File: config.mk
export PLATFORM = sky130hd
export DESIGN_NAME = multicycle_core
export DESIGN_NICKNAME = d
export VERILOG_FILES = /design/src/rtl/multicycle_core.sv
export SDC_FILE = /design/constraint.sdc
export NUM_CORES = 2
export LEC_CHECK = 0
export CELL_PAD_IN_SITES_DETAIL_PLACEMENT = 0
export CELL_PAD_IN_SITES_GLOBAL_PLACEMENT = 1
export CORE_MARGIN = 2
export CORE_UTILIZATION = 57
export CTS_CLUSTER_SIZE = 10
export DETAILED_ROUTE_END_ITERATION = 12
export HOLD_SLACK_MARGIN = 0.05
export PLACE_DENSITY = 0.9
export SETUP_SLACK_MARGIN = 0.02
export SYNTH_ARGS = -nofsm -noshare
export SYNTH_HDL_FRONTEND = slang
export SYNTH_SLANG_ARGS = --single-unit
export TNS_END_PERCENT = 20
File: constraint.sdc
create_clock -name clk -period 4.84 [get_ports clk]
set_input_delay 0.726 -clock clk [delete_from_list [all_inputs] [get_ports clk]]
set_output_delay 0.726 -clock clk [all_outputs]
set_load 0.03 [all_outputs]
File: src/rtl/multicycle_core.sv
// Multi-cycle RV32I-subset core: one instruction at a time through a
// FETCH/DECODE/EXECUTE/MEM/WB FSM sharing a single valid/ready memory port.
module multicycle_core #(
  parameter int          ADDRESS_WIDTH = 16,
  parameter int          REG_COUNT     = 32,
  parameter logic [31:0] RESET_PC      = 32'h0
) (
  input  logic                     clk,
  input  logic                     rst,
  output logic                     mem_req,
  output logic                     mem_we,
  output logic [ADDRESS_WIDTH-1:0] mem_addr,
  output logic [31:0]              mem_wdata,
  input  logic [31:0]              mem_rdata,
  input  logic                     mem_ready,
  output logic [31:0]              a0,
  output logic                     trap,
  output logic [31:0]              instret
);
  localparam int RIW = $clog2(REG_COUNT);

  typedef enum logic [2:0] {FETCH, DECODE, EXECUTE, MEM, WB, TRAP} state_t;
  typedef enum logic [3:0] {
    OP_ADD, OP_SUB, OP_ADDI, OP_LUI, OP_LW, OP_SW, OP_BEQ, OP_BNE, OP_JAL, OP_ILL
  } op_t;

  state_t      state;
  logic [31:0] pc, ir, opa, opb, imm, aluout;
  logic [31:0] regs [REG_COUNT];

  op_t         op;
  logic [31:0] dimm;
  logic        uses_rd, uses_rs1, uses_rs2, bad_reg;
  logic [31:0] ea, tgt, pc4;
  logic        taken;

  // Decode is purely a function of IR, which is stable from DECODE to WB.
  always_comb begin
    op       = OP_ILL;
    dimm     = '0;
    uses_rd  = 1'b0;
    uses_rs1 = 1'b0;
    uses_rs2 = 1'b0;
    case (ir[6:0])
      7'b0110011: begin
        uses_rd = 1'b1; uses_rs1 = 1'b1; uses_rs2 = 1'b1;
        if (ir[14:12] == 3'b000 && ir[31:25] == 7'h00)      op = OP_ADD;
        else if (ir[14:12] == 3'b000 && ir[31:25] == 7'h20) op = OP_SUB;
      end
      7'b0010011: begin
        uses_rd = 1'b1; uses_rs1 = 1'b1;
        dimm = {{20{ir[31]}}, ir[31:20]};
        if (ir[14:12] == 3'b000) op = OP_ADDI;
      end
      7'b0110111: begin
        uses_rd = 1'b1;
        dimm = {ir[31:12], 12'b0};
        op = OP_LUI;
      end
      7'b0000011: begin
        uses_rd = 1'b1; uses_rs1 = 1'b1;
        dimm = {{20{ir[31]}}, ir[31:20]};
        if (ir[14:12] == 3'b010) op = OP_LW;
      end
      7'b0100011: begin
        uses_rs1 = 1'b1; uses_rs2 = 1'b1;
        dimm = {{20{ir[31]}}, ir[31:25], ir[11:7]};
        if (ir[14:12] == 3'b010) op = OP_SW;
      end
      7'b1100011: begin
        uses_rs1 = 1'b1; uses_rs2 = 1'b1;
        dimm = {{19{ir[31]}}, ir[31], ir[7], ir[30:25], ir[11:8], 1'b0};
        if (ir[14:12] == 3'b000)      op = OP_BEQ;
        else if (ir[14:12] == 3'b001) op = OP_BNE;
      end
      7'b1101111: begin
        uses_rd = 1'b1;
        dimm = {{11{ir[31]}}, ir[31], ir[19:12], ir[20], ir[30:21], 1'b0};
        op = OP_JAL;
      end
      default: op = OP_ILL;
    endcase
  end

  assign bad_reg = (uses_rd  && int'(ir[11:7])  >= REG_COUNT) ||
                   (uses_rs1 && int'(ir[19:15]) >= REG_COUNT) ||
                   (uses_rs2 && int'(ir[24:20]) >= REG_COUNT);

  assign ea    = opa + imm;
  assign tgt   = pc + imm;
  assign pc4   = pc + 32'd4;
  assign taken = (opa == opb) ^ (op == OP_BNE);

  always_ff @(posedge clk or negedge rst) begin
    if (!rst) begin
      state   <= FETCH;
      pc      <= RESET_PC;
      ir      <= '0;
      opa     <= '0;
      opb     <= '0;
      imm     <= '0;
      aluout  <= '0;
      mem_req <= 1'b0;
      trap    <= 1'b0;
      instret <= '0;
      for (int i = 0; i < REG_COUNT; i++) regs[i] <= '0;
    end else begin
      case (state)
        FETCH: begin
          // mem_req is 0 only on the first FETCH after reset.
          if (!mem_req) mem_req <= 1'b1;
          else if (mem_ready) begin
            ir      <= mem_rdata;
            mem_req <= 1'b0;
            state   <= DECODE;
          end
        end
        DECODE: begin
          if (op == OP_ILL || bad_reg) begin
            trap  <= 1'b1;
            state <= TRAP;
          end else begin
            opa   <= regs[ir[15 +: RIW]];
            opb   <= regs[ir[20 +: RIW]];
            imm   <= dimm;
            state <= EXECUTE;
          end
        end
        EXECUTE: begin
          case (op)
            OP_ADD:  begin aluout <= opa + opb; state <= WB; end
            OP_SUB:  begin aluout <= opa - opb; state <= WB; end
            OP_ADDI: begin aluout <= opa + imm; state <= WB; end
            OP_LUI:  begin aluout <= imm;       state <= WB; end
            OP_LW, OP_SW: begin
              if (ea[1:0] != 2'b00) begin
                trap  <= 1'b1;
                state <= TRAP;
              end else begin
                aluout  <= ea;
                mem_req <= 1'b1;
                state   <= MEM;
              end
            end
            OP_BEQ, OP_BNE: begin
              // A misaligned control target would break the aligned-fetch guarantee.
              if (taken && tgt[1:0] != 2'b00) begin
                trap  <= 1'b1;
                state <= TRAP;
              end else begin
                pc      <= taken ? tgt : pc4;
                instret <= instret + 32'd1;
                mem_req <= 1'b1;
                state   <= FETCH;
              end
            end
            OP_JAL: begin
              if (tgt[1:0] != 2'b00) begin
                trap  <= 1'b1;
                state <= TRAP;
              end else begin
                aluout <= pc4;
                pc     <= tgt;
                state  <= WB;
              end
            end
            default: begin
              trap  <= 1'b1;
              state <= TRAP;
            end
          endcase
        end
        MEM: begin
          if (mem_ready) begin
            if (op == OP_SW) begin
              // Request stays high: the next cycle is the following fetch.
              pc      <= pc4;
              instret <= instret + 32'd1;
              state   <= FETCH;
            end else begin
              aluout  <= mem_rdata;
              mem_req <= 1'b0;
              state   <= WB;
            end
          end
        end
        WB: begin
          if (ir[11:7] != 5'd0) regs[ir[7 +: RIW]] <= aluout;
          if (op != OP_JAL) pc <= pc4;
          instret <= instret + 32'd1;
          mem_req <= 1'b1;
          state   <= FETCH;
        end
        TRAP: state <= TRAP;
        default: state <= TRAP;
      endcase
    end
  end

  assign mem_addr  = (state == MEM) ? aluout[ADDRESS_WIDTH-1:0] : pc[ADDRESS_WIDTH-1:0];
  assign mem_we    = (state == MEM) && (op == OP_SW);
  assign mem_wdata = opb;
  assign a0        = regs[10];

endmodule

==> summary.md <==
| Metric | Value |
|---|---|
| Status | completed |
| Pin count of the biggest net entering global routing | between 100 and 150 |
| CP peak stage delay | approximately 800 ps |
| Min-Delay Startpoint | regs[996]$_DFFE_PN0P_ |
| CP Cell Sequence | inv_1, nor3_2, buf_4, nand2_1, o21ai_0, clkdlybuf4s50_1 |
| Starting Density | between 50% and 60% |
| TritonCTS buffer count | about 150 |
| Number of synthesized flops with an enable pin | 0 |
| DRC | 0 |
| Antenna violations before repair | 8 |
| Sum Neg Setup Slack | 0 ps |
| Clock transition at the registers of the reported paths | around 60 ps |
| Met1 Resource Use GR | a little under half |
| Async S/R FF share, synth | 100% |
| Synth warn | 0 |
| First-pass GRT wire length | ~330 mm |
| Post-Syn Area per Cell | roughly 13 um^2 |
| Critical Path Sink Type | output pin |
| Core box area | about 130,000 um^2 |
| Pins over their slew limit | 0 |
| Crit Path Max Fanout | between 40 and 50 |
| Power density cells | roughly 270 nW/um^2 |
| IO Port Bufs | roughly 150 |
| Via count | around 50,000 |
| Worst hold margin | slightly below 400 ps |
| Final Cycle Share | approximately 90% |
| VDD IR max | about 400 uV |
| Hold Vio Cnt, Final | 0 |
| # rows | between 100 and 150 |
| Critical Path AT | about 3800 ps |
| Reg2reg start | mem_wdata[5]$_DFFE_PN0P_ |
| Vias in the first global route | between 50,000 and 60,000 |
| Post-CTS setup buffers | 0 |
| Tmin final | ~4500 ps |
| Post-Route WL | around 220 mm |
| Delay-heaviest family, CP | buffers and inverters |
| Clk buf depth | 3 |
| Seq/Total Area, Yosys | between 40% and 50% |
| Grt total ovfl | 0 |
| Worst-margin pin slew | around 1300 ps |
| Layout Skew | approximately 35 ps |
| Cells after Synth | ~5,400 |
| Die W | between 300 and 400 um |
| # setup viols final | 0 |
| Antenna Nets Post-Route | 0 |
| Initial drt markers | a little under 6,000 |
| Clock insertion delay at the later pin of the skew report | approximately 800 ps |
| WHS Path Cells | 0 |
| Via-to-Cell Ratio | a little over 7 |
| Full die area | ~130,000 um^2 |
| Distinct cells, synth | just over 90 |
| RSZ-0062 raised after global routing | false |
| CTS tree | built |
| Nets | approximately 5,500 |
| Cell taking the most area after synthesis | dfrtp_1 |
| Synth top area cells | dfrtp_1, mux4_2, mux2_2 |
| Top-area cell type share of the netlist area | roughly 44% |
| Crit path launch type | flop |
| Final GP Congestion | ~0.99 |
| IO Pins | 150 |
| R2R Setup Slk | 690 ps |
| Non-Filler Instances | 7,050 |
| WS Path Type | reg2out |
| Hold Path End | regs[996]$_DFFE_PN0P_ |
| Post-Syn Area | 72,000 um^2 |
| Slew margin rel. | 13.2% |
| Layout Area Growth over Synthesis | 10.6% |
| MaxCap Viol Count | 0 |
| Min-delay worst type | reg2reg |
| Terminus of the critical flop-to-flop path | aluout[28]$_DFFE_PN0P_ |
| Share of cells above drive strength 1 | between 30% and 40% |
| Dpl hpwl | about 140 mm |
| H-tree depth | 4 |
| Reg2Reg Depth | 11 |
| CP required | between 4000 and 5000 ps |
| CTS root buffer | clkbuf_16 |
| Gr busiest metal | met2 |
| Total design power | 21.1 mW |
| Ys flop type | dfrtp_1 |
| Post-DR wirelength/cell | between 30 and 40 um |
| CP Buf/Inv Count | 3 |
| Syn Nets | 5,596 |
| F_max | roughly 220 MHz |
| Seq cells post-synth | 1,253 |
| Clock sinks | 1,253 |
| Dpl cells | 6,853 |
| M2 GR Usage | between 50% and 60% |
| Slowest-stage cell, CP | clkdlybuf4s50_1 |
| Leakage | roughly 35 nW |
| Die Height | between 300 and 400 um |
| GR met3 Demand/Resource | 8.55% |
| Overall Global Routing Usage | around 34% |
| 1st-pass router iterations | 5 |
-- flip-flops by register name, summed over array words and instances, names as in the netlist --
register / count
trap: 1
state: 3
imm: 32
mem_req: 1
mem_wdata: 32
opa: 32
pc: 32
aluout: 32
regs: 992
instret: 32
ir: 32
a0: 32
-- worst reg2reg max path: stages, from the launching register on --
cell       delay (ps)
dfrtp_1           390
inv_1              60
ha_1              430
or3b_1            390
and3_1            210
a311oi_1          690
o2111a_1          470
nor4_1            130
o21ai_0           450
xnor2_1           150
a2111oi_0         500
a21oi_1           130
-- per-layer routing --
layer | vias up | wire [um]
li1 | 20400 | -
met5 | - | 27
met2 | 2755 | 102000
met1 | 26300 | 86000
met3 | 644 | 21800
met4 | 4 | 11100
-- cell families (layout without fill, tap and decap cells) --
group	Yosys count	after routing	share of synthesized area, %
AO/OA/AOI/OAI	763	763	6.74
XOR/XNOR	128	128	1.56
adder cells (fa/ha/maj)	130	130	2.30
buffers and inverters	632	598	3.52
flip-flops	1253	1253	43.6
multiplexers	1737	1737	37.1
other	0	3	0
AND/OR/NAND/NOR	788	788	5.22
-- through the flow --
stage                     utilization (%)  cell area, um^2  setup slack (ps)
after global routing                 63.4            79500               261
after detailed placement             60.0            75200               813
final                                63.4            79600               352
after CTS                            63.4            79500               361
after floorplan                         -            72000              1380
after global placement               60.0            75200               833
-- report_power, final --
group	leakage, nW	switching [mW]	total, mW	internal [mW]
logic	15.8	0.231	0.276	0.0448
clock network	2.10	4.42	10.3	5.92
registers	17.4	0	10.5	10.5
total	35.4	4.65	21.1	16.4
-- layout make-up --
type                            instances  area [um^2]
Antenna cell                            3         7.51
Clock buffer                          174         3970
Clock inverter                         19          325
Fill cell                            8880        45900
Inverter                               97          364
Multi-Input combinational cell       3546        38300
Sequential cell                      1253        31400
Tap cell                             1650         2060
Timing Repair Buffer                  308         3170
-- what timing repair did --
item / 4_1_cts / 5_1_grt
hold endpoints to repair: 92 / 0
hold buffers: 1 / 0
gates resized for setup: 0 / 0
-- worst max path at each step --
stage / cells past startpoint / endpoint / slack, ps / start
floorplan: 12 / aluout[31]$_DFFE_PN0P_ / 1380 / mem_wdata[13]$_DFFE_PN0P_
global placement: 10 / pc[31]$_DFFE_PN0P_ / 830 / opa[11]$_DFFE_PN0P_
detailed placement: 12 / pc[29]$_DFFE_PN0P_ / 810 / mem_wdata[8]$_DFFE_PN0P_
CTS: 6 / mem_addr[9] / 360 / state[0]$_DFFE_PN0P_
global route: 6 / mem_addr[9] / 260 / state[0]$_DFFE_PN0P_
finish: 6 / mem_addr[9] / 350 / state[0]$_DFFE_PN0P_
-- placed cells by master, fill, tap and decap left out, drive strengths merged, types with 8 or more instances in the layout --
cell type and n:
a2111oi 12, a211oi 17, a21o 55, a21oi 206
a221o 10, a221oi 27, a22oi 12, a31oi 25
and2 19, and3 35, buf 159, clkbuf 174
clkdlybuf4s50 148, clkinv 10, dfrtp 1253, ha 126
inv 103, mux2 1028, mux2i 69, mux4 640
nand2 288, nand2b 28, nand3 77, nand4 27
nor2 166, nor2b 22, nor3 56, nor4 12
o2111ai 8, o211ai 18, o21ai 225, o21bai 20
o221ai 15, o22a 12, o22ai 20, o31ai 13
or2 12, or3 17, xnor2 84, xor2 44
-- synth_stat cells, drive strengths merged (13+ instances only) --
library cell     n
ha             126
a31oi           25
buf            174
o31ai           13
o21ai          225
nand2          288
a21oi          206
o211ai          18
nand4           27
or3             17
and2            19
mux2          1028
xnor2           84
xor2            44
o22ai           20
mux2i           69
nor3            56
nor2           166
o21bai          20
o221ai          15
a21o            55
a211oi          17
a221oi          27
nor2b           22
mux4           640
clkbuf         361
nand2b          28
nand3           77
dfrtp         1253
and3            35
inv             97
Power figures use the tool's default switching activity.
